[config.mk]
export PLATFORM = sky130hd
export DESIGN_NAME = uart_tx_sched_flat
export DESIGN_NICKNAME = d
export VERILOG_FILES = /design/src/rtl/uart_pkg.sv /design/src/rtl/uart_tx_sched_if.sv /design/src/rtl/rr_arbiter.sv /design/src/rtl/uart_tx_sched.sv /design/src/flat_wrapper.sv
export SDC_FILE = /design/constraint.sdc
export NUM_CORES = 1
export LEC_CHECK = 0
export CAP_MARGIN = 10
export CORE_UTILIZATION = 45
export CTS_CLUSTER_SIZE = 8
export DETAILED_ROUTE_END_ITERATION = 10
export GPL_TIMING_DRIVEN = 0
export PLACE_DENSITY = 0.83
export SLEW_MARGIN = 20
export SYNTH_ARGS = -nofsm -noshare
export SYNTH_HDL_FRONTEND = slang
export SYNTH_SLANG_ARGS = --single-unit
[constraint.sdc]
create_clock -name clk -period 2.5 [get_ports clk]
set_input_delay 0.5 -clock clk [delete_from_list [all_inputs] [get_ports clk]]
set_output_delay 0.5 -clock clk [all_outputs]
set_load 0.02 [all_outputs]
[src/rtl/uart_pkg.sv]
// Shared types and constants for the UART transmit path: parity encoding,
// stop-bit codes and the scheduler state encoding.
package uart_pkg;

    typedef enum logic [1:0] {
        PARITY_NONE,
        PARITY_EVEN,
        PARITY_ODD
    } parity_t;

    typedef enum logic [2:0] {
        IDLE,
        LAUNCH,
        WAIT_BUSY,
        WAIT_DONE,
        DRAIN
    } sched_state_t;

    localparam logic [1:0] STOP_ONE = 2'd1;
    localparam logic [1:0] STOP_TWO = 2'd2;

endpackage

[src/rtl/uart_tx_sched_if.sv]
// Bundle of requester-side and uart_tx-side signals around the scheduler.
// master = scheduler, slave = requesters plus the uart_tx instance.
interface uart_tx_sched_if #(
    parameter int N_REQ = 4
);
    import uart_pkg::*;

    logic [N_REQ-1:0]   req;
    logic [8*N_REQ-1:0] req_data;
    logic [2*N_REQ-1:0] req_stop_bits;
    logic [2*N_REQ-1:0] req_parity;
    logic [N_REQ-1:0]   req_ack;
    logic [N_REQ-1:0]   req_done;

    logic [7:0]         tx_data;
    logic               tx_start;
    logic [1:0]         stop_bits;
    parity_t            parity;
    logic               tx_busy;
    logic               tx_done;

    modport master (
        input  req, req_data, req_stop_bits, req_parity, tx_busy, tx_done,
        output req_ack, req_done, tx_data, tx_start, stop_bits, parity
    );

    modport slave (
        output req, req_data, req_stop_bits, req_parity, tx_busy, tx_done,
        input  req_ack, req_done, tx_data, tx_start, stop_bits, parity
    );

endinterface

[src/rtl/rr_arbiter.sv]
// Combinational round-robin pick: first set request at or above rr_ptr_i,
// wrapping past N_REQ-1 back to 0.
module rr_arbiter #(
    parameter int N_REQ = 4
) (
    input  logic [N_REQ-1:0]         req_i,
    input  logic [$clog2(N_REQ)-1:0] rr_ptr_i,
    output logic [$clog2(N_REQ)-1:0] grant_o,
    output logic                     valid_o
);
    localparam int IW = $clog2(N_REQ);

    always_comb begin
        grant_o = '0;
        valid_o = 1'b0;
        for (int k = 0; k < N_REQ; k++) begin
            int s;
            s = int'(rr_ptr_i) + k;
            if (s >= N_REQ) s = s - N_REQ;
            if (!valid_o && req_i[IW'(s)]) begin
                valid_o = 1'b1;
                grant_o = IW'(s);
            end
        end
    end

endmodule

[src/rtl/uart_tx_sched.sv]
// Round-robin scheduler sharing one uart_tx among N_REQ byte producers:
// grants, latches byte+framing, launches, and tracks the frame to completion.
module uart_tx_sched
    import uart_pkg::*;
#(
    parameter int N_REQ         = 4,
    parameter int START_TIMEOUT = 16
) (
    input  logic                     clk,
    input  logic                     rst_n,
    uart_tx_sched_if.master          bus,
    output logic                     busy,
    output logic [$clog2(N_REQ)-1:0] grant_id,
    output logic                     err_timeout
);
    localparam int IW = $clog2(N_REQ);
    localparam int CW = $clog2(START_TIMEOUT);
    localparam logic [N_REQ-1:0] ONE = {{(N_REQ-1){1'b0}}, 1'b1};

    sched_state_t     state_q;
    logic [IW-1:0]    rr_ptr_q, grant_q, rr_ptr_d;
    logic [7:0]       tx_data_q;
    logic [1:0]       stop_q;
    parity_t          parity_q;
    logic             tx_start_q, err_q, busy_q;
    logic [N_REQ-1:0] ack_q, done_q;
    logic [CW-1:0]    cnt_q, cnt_d;

    logic [IW-1:0]    arb_grant;
    logic             arb_valid;
    logic [7:0]       sel_data;
    logic [1:0]       sel_stop, sel_par;

    rr_arbiter #(.N_REQ(N_REQ)) u_arb (
        .req_i    (bus.req),
        .rr_ptr_i (rr_ptr_q),
        .grant_o  (arb_grant),
        .valid_o  (arb_valid)
    );

    always_comb begin
        sel_data = '0;
        sel_stop = '0;
        sel_par  = '0;
        for (int i = 0; i < N_REQ; i++) begin
            if (arb_grant == IW'(i)) begin
                sel_data = bus.req_data[8*i +: 8];
                sel_stop = bus.req_stop_bits[2*i +: 2];
                sel_par  = bus.req_parity[2*i +: 2];
            end
        end
    end

    assign cnt_d    = cnt_q + 1'b1;
    assign rr_ptr_d = (grant_q == IW'(N_REQ-1)) ? '0 : grant_q + 1'b1;

    // Pulse outputs default low each cycle; only the state that owns them raises them.
    always_ff @(posedge clk) begin
        if (!rst_n) begin
            state_q    <= IDLE;
            rr_ptr_q   <= '0;
            grant_q    <= '0;
            tx_data_q  <= '0;
            stop_q     <= STOP_ONE;
            parity_q   <= PARITY_NONE;
            tx_start_q <= 1'b0;
            ack_q      <= '0;
            done_q     <= '0;
            err_q      <= 1'b0;
            busy_q     <= 1'b0;
            cnt_q      <= '0;
        end else begin
            tx_start_q <= 1'b0;
            ack_q      <= '0;
            done_q     <= '0;
            err_q      <= 1'b0;
            case (state_q)
                IDLE: begin
                    if (arb_valid) begin
                        tx_data_q  <= sel_data;
                        stop_q     <= sel_stop;
                        parity_q   <= parity_t'(sel_par);
                        grant_q    <= arb_grant;
                        ack_q      <= ONE << arb_grant;
                        tx_start_q <= 1'b1;
                        busy_q     <= 1'b1;
                        state_q    <= LAUNCH;
                    end
                end
                LAUNCH: begin
                    cnt_q   <= '0;
                    state_q <= WAIT_BUSY;
                end
                WAIT_BUSY: begin
                    if (bus.tx_busy) begin
                        state_q <= WAIT_DONE;
                    end else if (cnt_d == CW'(START_TIMEOUT-1)) begin
                        // Launch abandoned: byte already acked, no done pulse.
                        err_q    <= 1'b1;
                        rr_ptr_q <= rr_ptr_d;
                        busy_q   <= 1'b0;
                        state_q  <= IDLE;
                    end else begin
                        cnt_q <= cnt_d;
                    end
                end
                WAIT_DONE: begin
                    if (bus.tx_done) begin
                        done_q   <= ONE << grant_q;
                        rr_ptr_q <= rr_ptr_d;
                        state_q  <= DRAIN;
                    end
                end
                DRAIN: begin
                    // tx_busy stays high through a second stop bit.
                    if (!bus.tx_busy) begin
                        busy_q  <= 1'b0;
                        state_q <= IDLE;
                    end
                end
                default: begin
                    busy_q  <= 1'b0;
                    state_q <= IDLE;
                end
            endcase
        end
    end

    assign bus.tx_data   = tx_data_q;
    assign bus.tx_start  = tx_start_q;
    assign bus.stop_bits = stop_q;
    assign bus.parity    = parity_q;
    assign bus.req_ack   = ack_q;
    assign bus.req_done  = done_q;
    assign busy          = busy_q;
    assign grant_id      = grant_q;
    assign err_timeout   = err_q;

endmodule

[src/flat_wrapper.sv]
// flat-port wrapper written by rule: the top's interface ports become plain ports
module uart_tx_sched_flat import uart_pkg::*;
#(
    parameter int N_REQ         = 4,
    parameter int START_TIMEOUT = 16
)
  (clk, rst_n, busy, grant_id, err_timeout, bus_req, bus_req_data, bus_req_stop_bits, bus_req_parity, bus_tx_busy, bus_tx_done, bus_req_ack, bus_req_done, bus_tx_data, bus_tx_start, bus_stop_bits, bus_parity);
  uart_tx_sched_if #(.N_REQ(N_REQ)) bus_i ();
  input  logic clk;
  input  logic rst_n;
  output logic busy;
  output logic [$clog2(N_REQ)-1:0] grant_id;
  output logic err_timeout;
  input wire logic [$bits(bus_i.req)-1:0] bus_req;
  input wire logic [$bits(bus_i.req_data)-1:0] bus_req_data;
  input wire logic [$bits(bus_i.req_stop_bits)-1:0] bus_req_stop_bits;
  input wire logic [$bits(bus_i.req_parity)-1:0] bus_req_parity;
  input wire logic [$bits(bus_i.tx_busy)-1:0] bus_tx_busy;
  input wire logic [$bits(bus_i.tx_done)-1:0] bus_tx_done;
  output wire logic [$bits(bus_i.req_ack)-1:0] bus_req_ack;
  output wire logic [$bits(bus_i.req_done)-1:0] bus_req_done;
  output wire logic [$bits(bus_i.tx_data)-1:0] bus_tx_data;
  output wire logic [$bits(bus_i.tx_start)-1:0] bus_tx_start;
  output wire logic [$bits(bus_i.stop_bits)-1:0] bus_stop_bits;
  output wire logic [$bits(bus_i.parity)-1:0] bus_parity;
  assign bus_i.req = bus_req;
  assign bus_i.req_data = bus_req_data;
  assign bus_i.req_stop_bits = bus_req_stop_bits;
  assign bus_i.req_parity = bus_req_parity;
  assign bus_i.tx_busy = bus_tx_busy;
  assign bus_i.tx_done = bus_tx_done;
  assign bus_req_ack = bus_i.req_ack;
  assign bus_req_done = bus_i.req_done;
  assign bus_tx_data = bus_i.tx_data;
  assign bus_tx_start = bus_i.tx_start;
  assign bus_stop_bits = bus_i.stop_bits;
  assign bus_parity = bus_i.parity;
  uart_tx_sched #(.N_REQ(N_REQ), .START_TIMEOUT(START_TIMEOUT)) u_core (.clk(clk), .rst_n(rst_n), .bus(bus_i), .busy(busy), .grant_id(grant_id), .err_timeout(err_timeout));
endmodule
==> summary.txt, run 1 <==
Status
  – Status: finished, final reports clean

Synthesis
  – EDFF count, synth: 0
  – Simple-gate portion of the synthesized area: 0.216
  – Netlist cell types: 42
  – Syn Inst Count: 200
  – Net Count, Synth: 259
  – Ys flop type: dfxtp_1
  – Compound-cell area share of the yosys netlist: 0.190
  – Dominant combinational cell family by area after synthesis: simple AND/OR/NAND/NOR gates
  – Avg Cell Area, Syn: 9.17 um^2
  – Synth Area in XOR/XNOR: 0.00477
  – Synth Area in Adders: 0.0205
  – Mux cell area share after synthesis: 0.136
  – Asr flop ratio synth: 0
  – Yosys warning count: 0
  – Sequential-to-total area share from yosys stat: 0.371
  – Syn Std Cell Area: about 1800 um^2
  – Register bit total from synthesis: 34

Pwr
  – Worst IR drop on VDD: between 0.4 and 0.5 mV
  – Power Density: 532 nW/um^2
  – Leak: ~1.1 nW

Final layout
  – Layout cell share with drive strength beyond 1: 0.0767
  – # fillers: approximately 300
  – Final Net Count: 345
  – Most common cell after layout, fill and taps aside: clkdlybuf4s50_1
  – Diodes inserted: 0
  – Area added between synthesis and finish: 51.4%
  – Final core utilization: 0.736
  – Most frequent cells in the layout: clkdlybuf4s50_1, dfxtp_1, mux2i_1, nand3_1, nor2_1
  – Final cell count without fillers: 335

Worst setup path
  – R2r setup slk: 690 ps
  – Setup crit start kind: input port
  – Max stage delay cell, worst path: clkdlybuf4s50_1
  – Reg2Reg Depth: 6
  – Required @ worst endpoint: 2690 ps
  – Critical path class: in2reg
  – CP cell instances: clkdlybuf4s50_1, nor4_2, or4_1, buf_6, clkbuf_1, nand3_1, o221ai_1
  – CP Capture Type: register
  – Worst r2r src: u_core.rr_ptr_q[1]$_SDFFE_PN0P_
  – Worst Path Arrival: 2400 ps
  – FF-to-FF End: u_core.bus.tx_data[6]$_SDFFE_PN0P_
  – Max Fanout on Critical Path: 10
  – Max incr delay on CP: 480 ps

Placement
  – Port buffer count: 79
  – DPL Wire Length: 3840 um
  – DP Worst Slack: 40.6 ps
  – Placed Cells incl. Taps: 327
  – Gpl congestion: roughly 0.8

Global routing
  – Vias in the first global route: 1643
  – Initial antenna violation count: 0
  – Global-route usage over all layers: 0.236
  – Largest net degree at the start of global routing: 11
  – Grt total ovfl: 0
  – Global-route wire length before repair: 7660 um

Detailed routing
  – Routed vias/inst: 5.47
  – Initial drt markers: 105
  – Via count: ~1800
  – Remaining DRCs: 0
  – DRT antenna net count: 0
  – Total Wirelength: 4980 um
  – DR WL/cell: 14.9 um
  – Detailed Routing Iterations Pass 1: 4

STA
  – Final Setup Violations: 0
  – Post-route setup slack: 289 ps
  – Fin. Hold Viols: 0
  – Final Slew Violations: 0
  – Actual transition at the worst max-transition pin: 642 ps
  – Highest clock rate: 452 MHz
  – Fin crit share: 0.884
  – RSZ-0062 raised after global routing: no
  – Worst Clk Skew: 2.61 ps
  – Fin Setup TNS: 0 ps
  – Slew headroom: 0.569
  – Hold WS: slightly below 500 ps
  – Crit path time final: approximately 2200 ps

Clocking
  – Post-cts sizing count: 0
  – CTS tree: done
  – Clock root cell: clkbuf_8
  – Clock tree buffer depth: 2
  – CTS Hold Buffers Added: 0
  – Clock sinks: 34
  – H-tree Lvls: 2
  – Total setup buffers inserted after CTS: 0
  – Clk_lat worst skew: 280 ps
  – CTS Buf Count: 5
  – Clk slew on worst S/H paths: about 70 ps

Min path
  – Hold EP: u_core.rr_ptr_q[0]$_SDFFE_PN0P_
  – Worst Hold Launch: u_core.rr_ptr_q[0]$_SDFFE_PN0P_
  – Hold Crit Depth: 2
  – Hold Path Class: reg2reg

Floorplanning
  – Die W: 65.8 um
  – Core Footprint: 3770 um^2
  – Row count: 22
  – Die area: 4340 um^2
  – # IOs: 81
  – Die Span Y: 65.8 um
  – Initial Utilization: 0.486

Job
  – Max-Cap Viols: 0
==> cell usage after synthesis (all sizes together) (5+ instances only) <==
cell type | number | area share
o221ai | 11 | 0.056
mux2i | 25 | 0.14
a21oi | 7 | 0.019
nand3 | 18 | 0.049
nor3 | 5 | 0.014
inv | 8 | 0.016
buf | 5 | 0.031
nand2 | 13 | 0.032
nor2 | 15 | 0.044
o21ai | 7 | 0.019
clkbuf | 7 | 0.014
dfxtp | 34 | 0.37
==> kinds of logic (layout without fill, tap and decap cells) <==
group	after synthesis	in the layout
muxes	25	25
DFF	34	34
AOI/OAI and AO/OA	46	46
xor gates and xnor gates	1	1
adders and majority gates	3	3
and+or+nand+nor	71	71
buffers and inverters	20	107
==> registers in the layout, indices dropped and copies added (netlist names) <==
name                  cells
u_core.bus.tx_data        8
u_core.state_q            3
u_core.grant_id           2
u_core.bus.tx_start       1
u_core.err_timeout        1
u_core.busy               1
u_core.rr_ptr_q           2
u_core.bus.req_done       4
u_core.bus.parity         2
u_core.cnt_q              4
u_core.bus.req_ack        4
u_core.bus.stop_bits      2
==> per-layer routing <==
layer | part of all wire | global-route usage
met1 | 0.45 | 0.314
met2 | 0.49 | 0.372
met3 | 0.057 | 0.0690
met4 | 0.0094 | 0.0571
met5 | 0 | 0
==> worst max path at each step <==
stage | start | to | slack, ps
floorplan | bus_req[2] | u_core.bus.parity[0]$_SDFFE_PN0P_ | 870
detailed placement | bus_req[2] | u_core.bus.tx_data[6]$_SDFFE_PN0P_ | 40
global placement | bus_req[2] | u_core.bus.tx_data[6]$_SDFFE_PN0P_ | 60
CTS | bus_req[2] | u_core.bus.tx_data[6]$_SDFFE_PN0P_ | 320
global route | bus_req[1] | u_core.bus.tx_data[6]$_SDFFE_PN0P_ | 220
finish | bus_req[0] | u_core.bus.tx_data[6]$_SDFFE_PN0P_ | 290
==> per-stage QoR <==
stage	instance area (um^2)	total power [W]
after CTS	2780	0.00148
after global placement	2690	0.00107
after detailed placement	2690	0.00107
final	2780	0.00148
after floorplan	1830	0.000860
after global routing	2780	0.00156
==> report_power, final <==
group | leakage, nW | internal [W] | switching, W
Combinational | 0.735 | 0.000231 | 0.000216
Clock | 0.0482 | 0.000222 | 0.000193
Sequential | 0.278 | 0.000588 | 0.0000276
Total | 1.06 | 0.00104 | 0.000436
==> worst max-delay path, delay by kind of cell <==
family	cells	cell delay (ps)
compound gates	1	110
buf+inv	3	1050
simple gates	3	740
==> final cells by class <==
class                           instances  area [um^2]  area share
Clock buffer                            7         86.3      0.0311
Sequential cell                        34          681       0.245
Inverter                                8         30.0      0.0108
Buffer                                 12         82.6      0.0297
Timing Repair Buffer                   79          791       0.285
Tap cell                               48         60.1      0.0216
Multi-Input combinational cell        146         1040       0.375
Clock inverter                          1         5.00     0.00180
Note: power is estimated with default switching activity, not from simulation.
==> run 2: changes to the inputs <==
Settings changed: MAX_ROUTING_LAYER set to met4.
==> summary.txt, run 2 (synthesis gave the netlist of run 1 again) <==
Status
  – Status: finished, final reports clean

Floorplanning
  – Row count: 22 (unchanged)
  – Die Span Y: 65.8 um (unchanged)
  – Die area: 4340 um^2 (unchanged)
  – # IOs: 81 (unchanged)
  – Die W: 65.8 um (unchanged)
  – Core Footprint: 3770 um^2 (unchanged)
  – Initial Utilization: 0.486 (unchanged)

Worst setup path
  – CP delay by family, top: buffers and inverters
  – Max Fanout on Critical Path: 10 (unchanged)
  – Max incr delay on CP: 480 ps (about the same)
  – CP Capture Type: register
  – CP Buf/Inv Count: 3 (unchanged)
  – CP cell instances: clkdlybuf4s50_1, nor4_2, or4_1, buf_6, clkbuf_1, nand3_1, o221ai_1
  – Max stage delay cell, worst path: clkdlybuf4s50_1
  – Required @ worst endpoint: 2690 ps (about the same)
  – Worst Path Arrival: 2390 ps (about the same)
  – Reg2Reg Depth: 6 (unchanged)
  – FF-to-FF End: u_core.bus.tx_data[6]$_SDFFE_PN0P_
  – Setup crit start kind: input port
  – R2r setup slk: 690 ps (about the same)
  – Worst r2r src: u_core.rr_ptr_q[1]$_SDFFE_PN0P_
  – Critical path class: in2reg

Final layout
  – Diodes inserted: 0 (unchanged)
  – Most common cell after layout, fill and taps aside: clkdlybuf4s50_1
  – # fillers: 303 (unchanged)
  – Area added between synthesis and finish: 51.4% (unchanged)
  – Layout cell share with drive strength beyond 1: 0.0767 (unchanged)
  – Final instance area: 2780 um^2 (unchanged)
  – Most frequent cells in the layout: clkdlybuf4s50_1, dfxtp_1, mux2i_1, nand3_1, nor2_1
  – Final Net Count: 345 (unchanged)
  – Max FFs per register: 8 (unchanged)

Min path
  – Hold Path Class: reg2reg
  – Hold Crit Depth: 2 (unchanged)
  – Worst Hold Launch: u_core.rr_ptr_q[0]$_SDFFE_PN0P_
  – Hold EP: u_core.rr_ptr_q[0]$_SDFFE_PN0P_

Pwr
  – Power Density: 531 nW/um^2 (-0.17%)
  – Worst IR drop on VDD: 0.446 mV (-0.59%)
  – Leak: 1.06 nW (unchanged)

STA
  – Highest clock rate: 453 MHz (+0.23%)
  – Fin Setup TNS: 0 ps (unchanged)
  – RSZ-0062 raised after global routing: no
  – Final Slew Violations: 0 (unchanged)
  – Crit path time final: 2210 ps (-5.06 ps)
  – Slew headroom: 0.572 (+0.00271)
  – Fin. Hold Viols: 0 (unchanged)
  – Hold WS: 486 ps (+0.191 ps)
  – Fin crit share: 0.882 (-0.00203)
  – Final Setup Violations: 0 (unchanged)
  – Worst Clk Skew: 3.10 ps (+0.490 ps)
  – Actual transition at the worst max-transition pin: 638 ps (-4.04 ps)

Detailed routing
  – Remaining DRCs: 0 (unchanged)
  – Via count: 1814 (-1.0%)
  – DR WL/cell: 14.9 um (+0.46%)
  – Detailed Routing Iterations Pass 1: 4 (unchanged)
  – Routed vias/inst: 5.41 (-1.0%)
  – Total Wirelength: 5000 um (+0.46%)
  – DRT antenna net count: 0 (unchanged)
  – Initial drt markers: 100 (-4.8%)

Clocking
  – CTS Buf Count: 5 (unchanged)
  – Post-cts sizing count: 0 (unchanged)
  – Total setup buffers inserted after CTS: 0 (unchanged)
  – Clock sinks: 34 (unchanged)
  – CTS Hold Buffers Added: 0 (unchanged)
  – H-tree Lvls: 2 (unchanged)
  – Clk_lat worst skew: 280 ps (about the same)
  – Clk slew on worst S/H paths: 70 ps (about the same)
  – Clock tree buffer depth: 2 (unchanged)
  – Clock root cell: clkbuf_8
  – CTS tree: done

Placement
  – Post-placement cell area: 2690 um^2 (unchanged)
  – DPL Wire Length: 3840 um (unchanged)
  – Gpl congestion: 0.797 (+1.4%)
  – Port buffer count: 79 (unchanged)

Global routing
  – Vias in the first global route: 1651 (+0.49%)
  – Global-route wire length before repair: 7620 um (-0.46%)
  – Grt total ovfl: 0 (unchanged)
  – Global-route usage over all layers: 0.240 (+0.00412)
  – Initial antenna violation count: 0 (unchanged)
  – Largest net degree at the start of global routing: 11 (unchanged)

Job
  – Max-Cap Viols: 0 (unchanged)
## run 2: power by group
group / internal [W] / total (W) / switching, W
clock network: 0.000222 / 0.000412 / 0.000190
registers: 0.000588 / 0.000616 / 0.0000277
logic: 0.000231 / 0.000447 / 0.000216
## run 2: final cells by class
cell class / instances / area (um^2) / share of cell area
Multi-Input combinational cell: 146 / 1040 / 0.375
Timing Repair Buffer: 79 / 791 / 0.285
Sequential cell: 34 / 681 / 0.245
Clock buffer: 7 / 86.3 / 0.0311
Buffer: 12 / 82.6 / 0.0297
Tap cell: 48 / 60.1 / 0.0216
Inverter: 8 / 30.0 / 0.0108
Clock inverter: 1 / 5.00 / 0.00180
## run 2: worst max-delay path by stage
stage | startpoint | to | slack (ps) | cells past startpoint
floorplan | bus_req[2] | u_core.bus.parity[0]$_SDFFE_PN0P_ | 870 | 7
global placement | bus_req[2] | u_core.bus.tx_data[6]$_SDFFE_PN0P_ | 60 | 7
detailed placement | bus_req[2] | u_core.bus.tx_data[6]$_SDFFE_PN0P_ | 40 | 7
CTS | bus_req[2] | u_core.bus.tx_data[6]$_SDFFE_PN0P_ | 320 | 7
global route | bus_req[1] | u_core.bus.tx_data[6]$_SDFFE_PN0P_ | 210 | 7
finish | bus_req[0] | u_core.bus.tx_data[6]$_SDFFE_PN0P_ | 290 | 7
## run 2: worst register-to-register path: stages, from the launching register on
cell	delay, ps
dfxtp_1	450
nand2_1	130
a211oi_2	410
nor2_4	140
buf_6	190
mux2i_1	200
o221ai_1	160
## run 2: routing by layer
| metal | vias up | track usage | routed length, um | part of all wire |
|---|---|---|---|---|
| met5 | - | - | 0 | 0 |
| met2 | 62 | 0.372 | 2440 | 0.49 |
| met3 | 5 | 0.0534 | 285 | 0.057 |
| met1 | 832 | 0.314 | 2230 | 0.45 |
| li1 | 915 | - | - | - |
| met4 | 0 | 0.0652 | 47 | 0.0094 |
## run 2: metrics by stage
step                power, W  setup WS, ps   util  std cells
CTS                  0.00148           321  0.736        335
global placement     0.00107          58.2  0.712        327
floorplan           0.000860           866      -        200
global route         0.00155           215  0.736        335
finish               0.00148           294  0.736        335
detailed placement   0.00107          40.6  0.712        327
